## src/rtl/ls194_seq_arb.sv

```systemverilog
// ls194_seq_arb
// Two-port round-robin command sequencer for a 4-bit 74LS194-style universal
// shift register. One command at a time is accepted over a valid/ready
// handshake. The mode pins, serial inputs and parallel data are then driven
// for the command's cycle count, and done pulses when the command finishes.
//
// Ports
//   CLK, CLR          clock (rising edge), asynchronous active-low reset
//   reqN_valid/ready  command handshake for port N (N = 0, 1)
//   reqN_op           00 NOP, 01 SHR, 10 SHL, 11 LOAD
//   reqN_cnt          shift/hold cycles minus 1 (ignored for LOAD)
//   reqN_data         parallel load value
//   reqN_sin          serial bit fed during shifts
//   M1, M0            register mode: 00 hold, 01 right, 10 left, 11 load
//   DSR, DSL          serial inputs to the register
//   D                 parallel data to the register
//   busy              a command is executing
//   grant_id          port of the last accepted command
//   done              one-cycle pulse after the last mode cycle
//
// state | meaning
// IDLE  | no command running; arbiter may grant a port
// RUN   | driving captured mode/data until remaining reaches 0

module ls194_seq_arb #(
    parameter int WIDTH = 4,
    parameter int CNT_W = 3
) (
    input  logic             CLK,
    input  logic             CLR,
    input  logic             req0_valid,
    output logic             req0_ready,
    input  logic [1:0]       req0_op,
    input  logic [CNT_W-1:0] req0_cnt,
    input  logic [WIDTH-1:0] req0_data,
    input  logic             req0_sin,
    input  logic             req1_valid,
    output logic             req1_ready,
    input  logic [1:0]       req1_op,
    input  logic [CNT_W-1:0] req1_cnt,
    input  logic [WIDTH-1:0] req1_data,
    input  logic             req1_sin,
    output logic             M1,
    output logic             M0,
    output logic             DSR,
    output logic             DSL,
    output logic [WIDTH-1:0] D,
    output logic             busy,
    output logic             grant_id,
    output logic             done
);

    typedef enum logic {
        IDLE = 1'b0,
        RUN  = 1'b1
    } state_t;

    localparam logic [1:0] OP_LOAD = 2'b11;

    state_t             state, state_nxt;
    logic [1:0]         op_q;
    logic               sin_q;
    logic [CNT_W-1:0]   remaining;
    logic               last_grant;

    logic               sel_valid;
    logic               sel_port;
    logic               hs;
    logic [1:0]         sel_op;
    logic [CNT_W-1:0]   sel_cnt;
    logic [WIDTH-1:0]   sel_data;
    logic               sel_sin;
    logic               last_cycle;

    // Arbiter: a lone valid port wins; on contention the port that did not
    // win last time goes first.
    always_comb begin
        sel_valid = req0_valid | req1_valid;
        if (req0_valid && req1_valid)
            sel_port = ~last_grant;
        else
            sel_port = req1_valid;

        sel_op   = sel_port ? req1_op   : req0_op;
        sel_cnt  = sel_port ? req1_cnt  : req0_cnt;
        sel_data = sel_port ? req1_data : req0_data;
        sel_sin  = sel_port ? req1_sin  : req0_sin;
    end

    // The state already reads IDLE while CLR is low; gating with CLR keeps
    // both readies low for the whole reset window.
    assign req0_ready = CLR && (state == IDLE) && sel_valid && !sel_port;
    assign req1_ready = CLR && (state == IDLE) && sel_valid &&  sel_port;

    assign hs         = (state == IDLE) && sel_valid;
    assign last_cycle = (state == RUN) && (remaining == '0);

    always_comb begin
        state_nxt = state;
        M1        = 1'b0;
        M0        = 1'b0;
        DSR       = 1'b0;
        DSL       = 1'b0;
        busy      = 1'b0;
        case (state)
            IDLE: begin
                if (hs)
                    state_nxt = RUN;
            end
            RUN: begin
                {M1, M0} = op_q;
                DSR      = sin_q;
                DSL      = sin_q;
                busy     = 1'b1;
                if (remaining == '0)
                    state_nxt = IDLE;
            end
            default: state_nxt = IDLE;
        endcase
    end

    always_ff @(posedge CLK or negedge CLR) begin
        if (!CLR) begin
            state      <= IDLE;
            op_q       <= 2'b00;
            sin_q      <= 1'b0;
            remaining  <= '0;
            D          <= '0;
            last_grant <= 1'b1;
            grant_id   <= 1'b0;
            done       <= 1'b0;
        end else begin
            state <= state_nxt;
            done  <= last_cycle;
            if (hs) begin
                op_q       <= sel_op;
                sin_q      <= sel_sin;
                D          <= sel_data;
                last_grant <= sel_port;
                grant_id   <= sel_port;
                // LOAD is a single-cycle command whatever cnt says.
                remaining  <= (sel_op == OP_LOAD) ? '0 : sel_cnt;
            end else if (state == RUN && remaining != '0) begin
                remaining <= remaining - CNT_W'(1);
            end
        end
    end

endmodule

```

## config.mk

```make
export PLATFORM = sky130hd
export DESIGN_NAME = ls194_seq_arb
export DESIGN_NICKNAME = d
export VERILOG_FILES = /design/src/rtl/ls194_seq_arb.sv
export SDC_FILE = /design/constraint.sdc
export NUM_CORES = 1
export LEC_CHECK = 0
export BUFFER_PORTS_ARGS = -buffer_cell sky130_fd_sc_hd__buf_2
export CORE_ASPECT_RATIO = 1.2
export CORE_MARGIN = 4
export CORE_UTILIZATION = 41
export CTS_CLUSTER_SIZE = 25
export DETAILED_ROUTE_END_ITERATION = 6
export GPL_ROUTABILITY_DRIVEN = 1
export PLACE_DENSITY = 0.74
export SLEW_MARGIN = 20
export SYNTH_ARGS = -nofsm -noshare
export SYNTH_HDL_FRONTEND = slang
export SYNTH_SLANG_ARGS = --single-unit
```

## constraint.sdc

```tcl
create_clock -name CLK -period 1.39 [get_ports CLK]
set_clock_uncertainty 0.2 [all_clocks]
set_input_delay 0.2085 -clock CLK [delete_from_list [all_inputs] [get_ports CLK]]
set_output_delay 0.2085 -clock CLK [all_outputs]
set_load 0.05 [all_outputs]
```

==> Word level (Yosys, flattened, before mapping) <==
Index checks and enable logic that the tools add are counted.
{ "word_totals": {"ff_bits": 14, "in_bits": 24, "output_inout_bits": 13} }
{ "classes": {"add_sub_neg": 1, "n_eq_ne": 1, "mux": 15, "n_bitwise": 3, "reduce_logical": 12} }
{ "ops": {"columns": ["cell", "n"], "rows": [
  ["$mux W3", 4],
  ["$logic_and A1 B1 Y1", 8],
  ["$mux W1", 8],
  ["$mux W4", 1],
  ["$logic_not A3 Y1", 1],
  ["$reduce_bool A3 Y1", 1],
  ["$sub A3 B1 Y3 const B", 1],
  ["$eq A2 B2 Y1 const B", 1],
  ["$mux W2", 1],
  ["$not A1 Y1", 2],
  ["$pmux W1 S2", 1],
  ["$reduce_bool A2 Y1", 1],
  ["$logic_not A1 Y1", 1],
  ["$or A1 B1 Y1", 1]
]} }

==> Logic depth before layout (Yosys ltp) <==
Gate-level depths: netlist (run 1).
{ "depth": {"ltp_word": 6, "ltp_mapped": 5, "ltp_nobuf": 5} }

==> Worst setup path after synthesis (run 1) <==
No wires, ideal clock.
{ "synth_path": {"kind": "register to output", "startpoint": "register state", "endpoint": "output req0_ready", "arrival_time_ns": 2.362, "setup_slack_ns": -1.381, "stages_incl_launch_ff": 5, "n_path_buf": 2, "cell_sequence": "dfrtp_1 buf_2 o21bai_2 buf_6 nor3b_1"} }
{ "synth_between": {"elab_chain_cells": 4} }
{ "synth_lines": {"columns": ["element", "line_no", "text"], "rows": [
  ["start, declared", "60", "state_t state, state_nxt;"],
  ["start signal, assigned", "133", "state <= state_nxt;"],
  ["$not A1 Y1", null, null],
  ["$logic_and A1 B1 Y1 (3 in series)", "92", "assign req0_ready = CLR && (state == IDLE) && sel_valid && !sel_port;"],
  ["end, declared", "32", "output logic req0_ready,"]
]} }
Every way passes these cells.

==> Worst setup path after layout (run 1) <==
{ "layout_path": {"startpoint": "register last_grant", "endpoint": "output req0_ready"} }
{ "layout_between": {"elab_chain_cells": 4} }
{ "layout_lines": {"columns": ["element", "line_no", "text"], "rows": [
  ["start, declared", "64", "logic last_grant;"],
  ["start signal, assigned", "139", "last_grant <= sel_port;"],
  ["$not A1 Y1", "80", "sel_port = ~last_grant;"],
  ["$mux W1", "79", "if (req0_valid && req1_valid)"],
  ["$logic_not A1 Y1", "92", null],
  ["$logic_and A1 B1 Y1", "92", null]
]} }
Every way passes these cells.

==> results of run 1 <==
[kinds of logic (layout without fill, tap and decap cells)]
group | Yosys count | after routing | share of synthesized area (%)
buffers and inverters | 7 | 68 | 6.172
multiplexers | 10 | 10 | 12.35
AO/OA/AOI/OAI | 23 | 23 | 19.91
AND/OR/NAND/NOR | 23 | 23 | 15.12
flip-flops | 14 | 14 | 43.36
adder cells (fa/ha/maj) | 2 | 2 | 3.086
[cell type report]
cell class / count / area [µm²] / area share [%]
repair buffers: 61 / 473.0 / 34.65
clock buffers: 4 / 26.28 / 1.925
well taps: 19 / 23.77 / 1.742
inverters: 3 / 11.26 / 0.8249
multi-input cells: 58 / 478.0 / 35.01
flip-flops and latches: 14 / 352.8 / 25.85
[repair_timing]
item / 4_1_cts / 5_1_grt
hold buffers: 5 / 0
cloned: 0 / 0
endpoints found under the setup margin: 12 / 19
pin swaps: 3 / 3
setup buffers: 3 / 0
resized for setup: 27 / 14
endpoints found under the hold margin: 17 / 0
[layer usage]
metal  track usage, %  vias to the layer above  wire (µm)
li1                 -                      405          -
met1            17.03                      393        804
met2            33.58                       23       1313
met3            2.122                        4        106
met4            9.615                        0         57
met5                0                        -          0
[final timing paths]
check | from | end | slack (ns) | depth (start not counted)
worst min register to register | D[1] | D[1] | 0.29 | 2
max in group asynchronous | CLR | last_grant | 0.49 | 3
worst min-delay path | req1_data[1] | D[1] | 0.009 | 3
worst max-delay path | last_grant | req0_ready | -0.30 | 3
min in group asynchronous | CLR | grant_id | 0.30 | 3
worst max register to register | state | remaining[1] | -0.20 | 5
[state kept, by name (all words and copies together) (netlist names)]
signal	count
last_grant	1
state	1
done	1
op_q	2
sin_q	1
D	4
remaining	3
grant_id	1
[cell usage in the layout (no fill, tap or decap), types with 2 or more instances in the layout]
cell type      instances
dlygate4sd3_1          5
buf_4                 12
mux2i_1               10
dfrtp_1               12
buf_6                 10
buf_8                  5
inv_2                  2
and2_4                 3
a21boi_0               6
nand2_1               10
buf_2                 29
clkbuf_4               3
o21ai_1                8
o21ai_0                2
[per-stage QoR]
step	TNS, ns	hold WS [ns]	instances	total power, mW
2_1_floorplan	-1.551	-0.2871	79	1.871
3_3_place_gp	-0.2374	-0.02173	147	2.248
3_5_place_dp	-0.4646	-0.02330	147	2.320
4_1_cts	-2.287	0.002688	159	2.815
5_1_grt	-2.772	0.01986	159	3.112
6_report	-2.162	0.009169	159	2.935
[worst max-delay path, cell delays in order (launching register included)]
cell and delay, ns:
dfstp_2 0.56, a21boi_4 0.07, nor3b_4 0.21, buf_6 0.18
[power groups by stage]
stage	logic (mW)	registers (mW)	clock network [mW]
2_1_floorplan	0.822	1.05	0
3_3_place_gp	1.53	0.720	0
3_5_place_dp	1.59	0.733	0
4_1_cts	1.85	0.724	0.243
5_1_grt	2.10	0.752	0.258
6_report	1.97	0.731	0.234
==> flow_summary.yaml, run 1 <==
detailed_routing:
  drt_iter0_markers: 17
  finalWirelength_um: 2282
  drtPass1Iterations: 5
  vias_per_cell: 5.189
  drc_errors: 0
  vias: 825
  routedWlPerCell_um: 14.35
  drt.antenna.violating_nets: 0
timing:
  finalMaxSlewViolations: 0
  hold_viol_final: 0
  slew-limit-headroom_pct: 84.49
  rsz0062_at_grt: "true"
  post-route-period-util_pct: 121.8
  setup_viol: 17
  worst_slack_ns: -0.3036
  min_period_ns: 1.694
  worst_pin_slew_ns: 0.2311
  fmax_mhz: 590.5
placed_design:
  post-place-ws_ns: -0.1478
  portBuffers: 36
  dp_hpwl_um: 1764
  finalWeightedCongestion: 0.7679
  dpl_cell_area_um2: 1131
synth:
  syn-cell-area_um2: 810.8
  synth_fp_nets: 105
  yosys_warnings: 0
  synth_top_cell_by_area: "dfrtp_1"
  synth_top_flop_cell: "dfrtp_1"
  synthTopCellsByCount: "dfrtp_1 (13), mux2i_1 (10), nand2_1 (10)"
  yosys_register_bits: 14
  syn_inst: 79
  async_reset_ff_share_pct: 100.0
  synth_cell_types: 28
  synth_edf_count: 0
  ys_seq_area_share_pct: 43.36
  yosys-top-cells-area: "dfrtp_1 (40%), mux2i_1 (12%), a21boi_0 (5.6%)"
  synthMostInstantiatedCell: "dfrtp_1"
  syn_area_per_cell_um2: 10.26
  synth.top_cell.area_share_pct: 40.12
floorplanning:
  initial_core_util_pct: 43.81
  num_rows: 17
  ios: 37
  die_y_um: 56.72
  die_w_um: 48.60
  die_area_um2: 2756
  core_area_um2: 1851
clocking:
  cts_buffers: 3
  worst_skew_pair.late_latency_ns: 0.27
  cts_sinks: 14
  htree_levels: 1
  cts-root-buf: "clkbuf_4"
  cts_tree: "yes"
  ctsLongestPathBuffers: 2
  path_clk_slew_ns: 0.08
cells_and_area:
  syn_to_final_growth_pct: 68.36
  nNetsFinal: 167
  n_fill_cell: 128
  fin_util_pct: 73.77
  design_area_um2: 1365
  antenna_cells: 0
  layout-drive-gt1-share_pct: 55.71
pwr:
  combPwrFrac_pct: 67.1
  ir_drop_mv: 1.222
  switching_power_mw: 1.363
  p_leak_nw: 0.6794
  intPower_mw: 1.573
  switching_share_pct: 46.42
  pwr-share-clk_pct: 8.0
  power_density_nw_per_um2: 2150
  seqPwrFrac_pct: 24.9
worst_setup_path:
  critPathKind: "reg -> out"
  endpoint_kind: "output pin"
  required_ns: 0.98
  path_max_fanout: 3
  crit_path_start_kind: "register"
  cp.arrival_ns: 1.29
global_routing:
  antenna_found_initial: 0
  grt_pass1_vias: 875
  overflow: 0
  grt_max_degree: 19
  track_usage_pct: 17.31
  grt_pass1_wl_um: 3774
hold_path:
  hold_class: "in -> reg"
status:
  violations: "negative setup slack"
  status: "finished with violations"
job:
  max_cap_violations: 0
(Power assumes the default switching activity.)
==> run 2: changes to the inputs <==
- REMOVE_ABC_BUFFERS: default -> 1
- SLEW_MARGIN: 20 -> default
==> run 2 against run 1 <==
Against the previous run:
- the flow finishes with violations (negative hold slack, negative setup slack)
- largest cell class unchanged
- worst hold slack worse by 0.011 ns
- setup slack worse by 0.0027 ns
- highest routed layer unchanged
- clock power up 6%
==> flow_summary.yaml, run 2 (synthesis results as in run 1) <==
global_routing:
  grt_max_degree: 19
  overflow: 0
  grt_pass1_vias: 904
  track_usage_pct: 17.26
  antenna_found_initial: 0
  grt_pass1_wl_um: 3781
placed_design:
  dp_hpwl_um: 1699
  dpl.cell_count: 143
  finalWeightedCongestion: 0.8559
  post-place-ws_ns: -0.1679
  portBuffers: 36
timing:
  rsz0062_at_grt: "true"
  hold_slack_ns: -0.001336
  post-route-period-util_pct: 122.0
  finalMaxSlewViolations: 0
  worst_slack_ns: -0.3063
  min_period_ns: 1.696
  worst_pin_slew_ns: 0.2499
  slew-limit-headroom_pct: 83.11
  setup_viol: 17
  fmax_mhz: 589.5
  hold_viol_final: 1
detailed_routing:
  finalWirelength_um: 2328
  routedWlPerCell_um: 14.92
  vias_per_cell: 5.218
  drc_errors: 0
  drtPass1Iterations: 4
  vias: 814
  drt.antenna.violating_nets: 0
  drt_iter0_markers: 5
status:
  status: "finished with violations"
  violations: "negative hold slack, negative setup slack"
clocking:
  cts-root-buf: "clkbuf_4"
  ctsLongestPathBuffers: 2
  htree_levels: 1
  cts_buffers: 3
  path_clk_slew_ns: 0.09
  worst_skew_pair.late_latency_ns: 0.28
  cts_sinks: 14
  cts_tree: "yes"
cells_and_area:
  final_cell_mix: "buf_2 (29), buf_4 (16), dfrtp_1 (13)"
  n_fill_cell: 132
  antenna_cells: 0
  reg.largest.list: "D (4), remaining (3), op_q (2)"
  syn_to_final_growth_pct: 57.25
  regMostFlops: "D"
  largest_register_ffs: 4
  nNetsFinal: 164
  final_common_cell: "buf_2"
  fin_cells: 156
  layout-drive-gt1-share_pct: 53.28
worst_setup_path:
  endpoint_kind: "output pin"
  critPathKind: "reg -> out"
  path_delay_family: "flip-flops"
  crit_cells: 3
  required_ns: 0.98
  cp_slowest_cell: "dfstp_2"
  critical_path_buf_inv_count: 1
  cp_cell_sequence: "a21boi_4, nor3b_2, buf_6"
  crit_path_start_kind: "register"
  reg2reg_depth: 6
  path_max_fanout: 3
  max_stage_delay_ns: 0.57
  cp.arrival_ns: 1.29
pwr:
  power_density_nw_per_um2: 2229
  p_leak_nw: 0.6424
  ir_drop_mv: 1.066
floorplanning:
  die_w_um: 48.60
  die_y_um: 56.72
  die_area_um2: 2756
  initial_core_util_pct: 43.81
  num_rows: 17
  core_area_um2: 1851
  ios: 37
hold_path:
  hold_depth: 3
  hold_class: "in -> reg"
job:
  max_cap_violations: 0
-- run 2: worst reg2reg max path, stage by stage, from the launching register on --
cell      delay [ns]
dfstp_2         0.57
a21boi_4        0.07
buf_4           0.14
buf_6           0.11
buf_6           0.12
mux2i_1         0.14
o221ai_1        0.13
-- run 2: layout make-up --
| type | count | area (µm²) | area share (%) |
|---|---|---|---|
| multi-input cells | 58 | 445.4 | 34.94 |
| repair buffers | 58 | 416.7 | 32.68 |
| flip-flops and latches | 14 | 351.6 | 27.58 |
| clock buffers | 4 | 26.28 | 2.061 |
| well taps | 19 | 23.77 | 1.865 |
| inverters | 3 | 11.26 | 0.8832 |
-- run 2: timing repair --
| item | CTS | global route |
|---|---|---|
| gates resized for setup | 29 | 4 |
| pin swaps | 6 | 3 |
| buffers inserted | 5 | 3 |
| hold buffers | 2 | 0 |
| hold endpoints to repair | 15 | 0 |
| endpoints found under the setup margin | 10 | 18 |
-- run 2: stage by stage --
step / instance area, µm² / power [mW] / util (%) / TNS, ns / hold WS [ns]
floorplan: 772.0 / 1.759 / - / -5.144 / -0.2871
global placement: 1074 / 2.181 / 58.01 / -0.2669 / -0.05103
detailed placement: 1074 / 2.243 / 58.01 / -0.5983 / -0.04452
CTS: 1247 / 2.754 / 67.41 / -2.671 / 0.002682
global route: 1275 / 2.997 / 68.90 / -3.928 / 0.005357
finish: 1275 / 2.842 / 68.90 / -3.132 / -0.001336
-- run 2: worst paths after layout --
check                              from      endpoint  slack [ns]
max                          last_grant    req0_ready       -0.31
min                        req0_data[0]          D[0]      -0.001
max reg2reg                  last_grant  remaining[0]       -0.21
min reg2reg                    grant_id      grant_id        0.28
max in group asynchronous           CLR    last_grant        0.47
min in group asynchronous           CLR  remaining[2]        0.26
-- run 2: where the power goes --
group / switching, mW / total, mW / leakage, nW / internal, mW
Combinational: 1.09 / 1.86 / 0.458 / 0.767
Sequential: 0.116 / 0.731 / 0.169 / 0.615
Clock: 0.138 / 0.249 / 0.0150 / 0.112
-- run 2: per-layer routing --
| layer | up-vias | part of all wire (%) | global-route usage [%] |
|---|---|---|---|
| met4 | 0 | 3.8 | 10.77 |
| li1 | 396 | - | - |
| met1 | 383 | 35 | 16.56 |
| met5 | - | 0 | 0 |
| met2 | 26 | 56 | 32.84 |
| met3 | 9 | 4.4 | 2.918 |
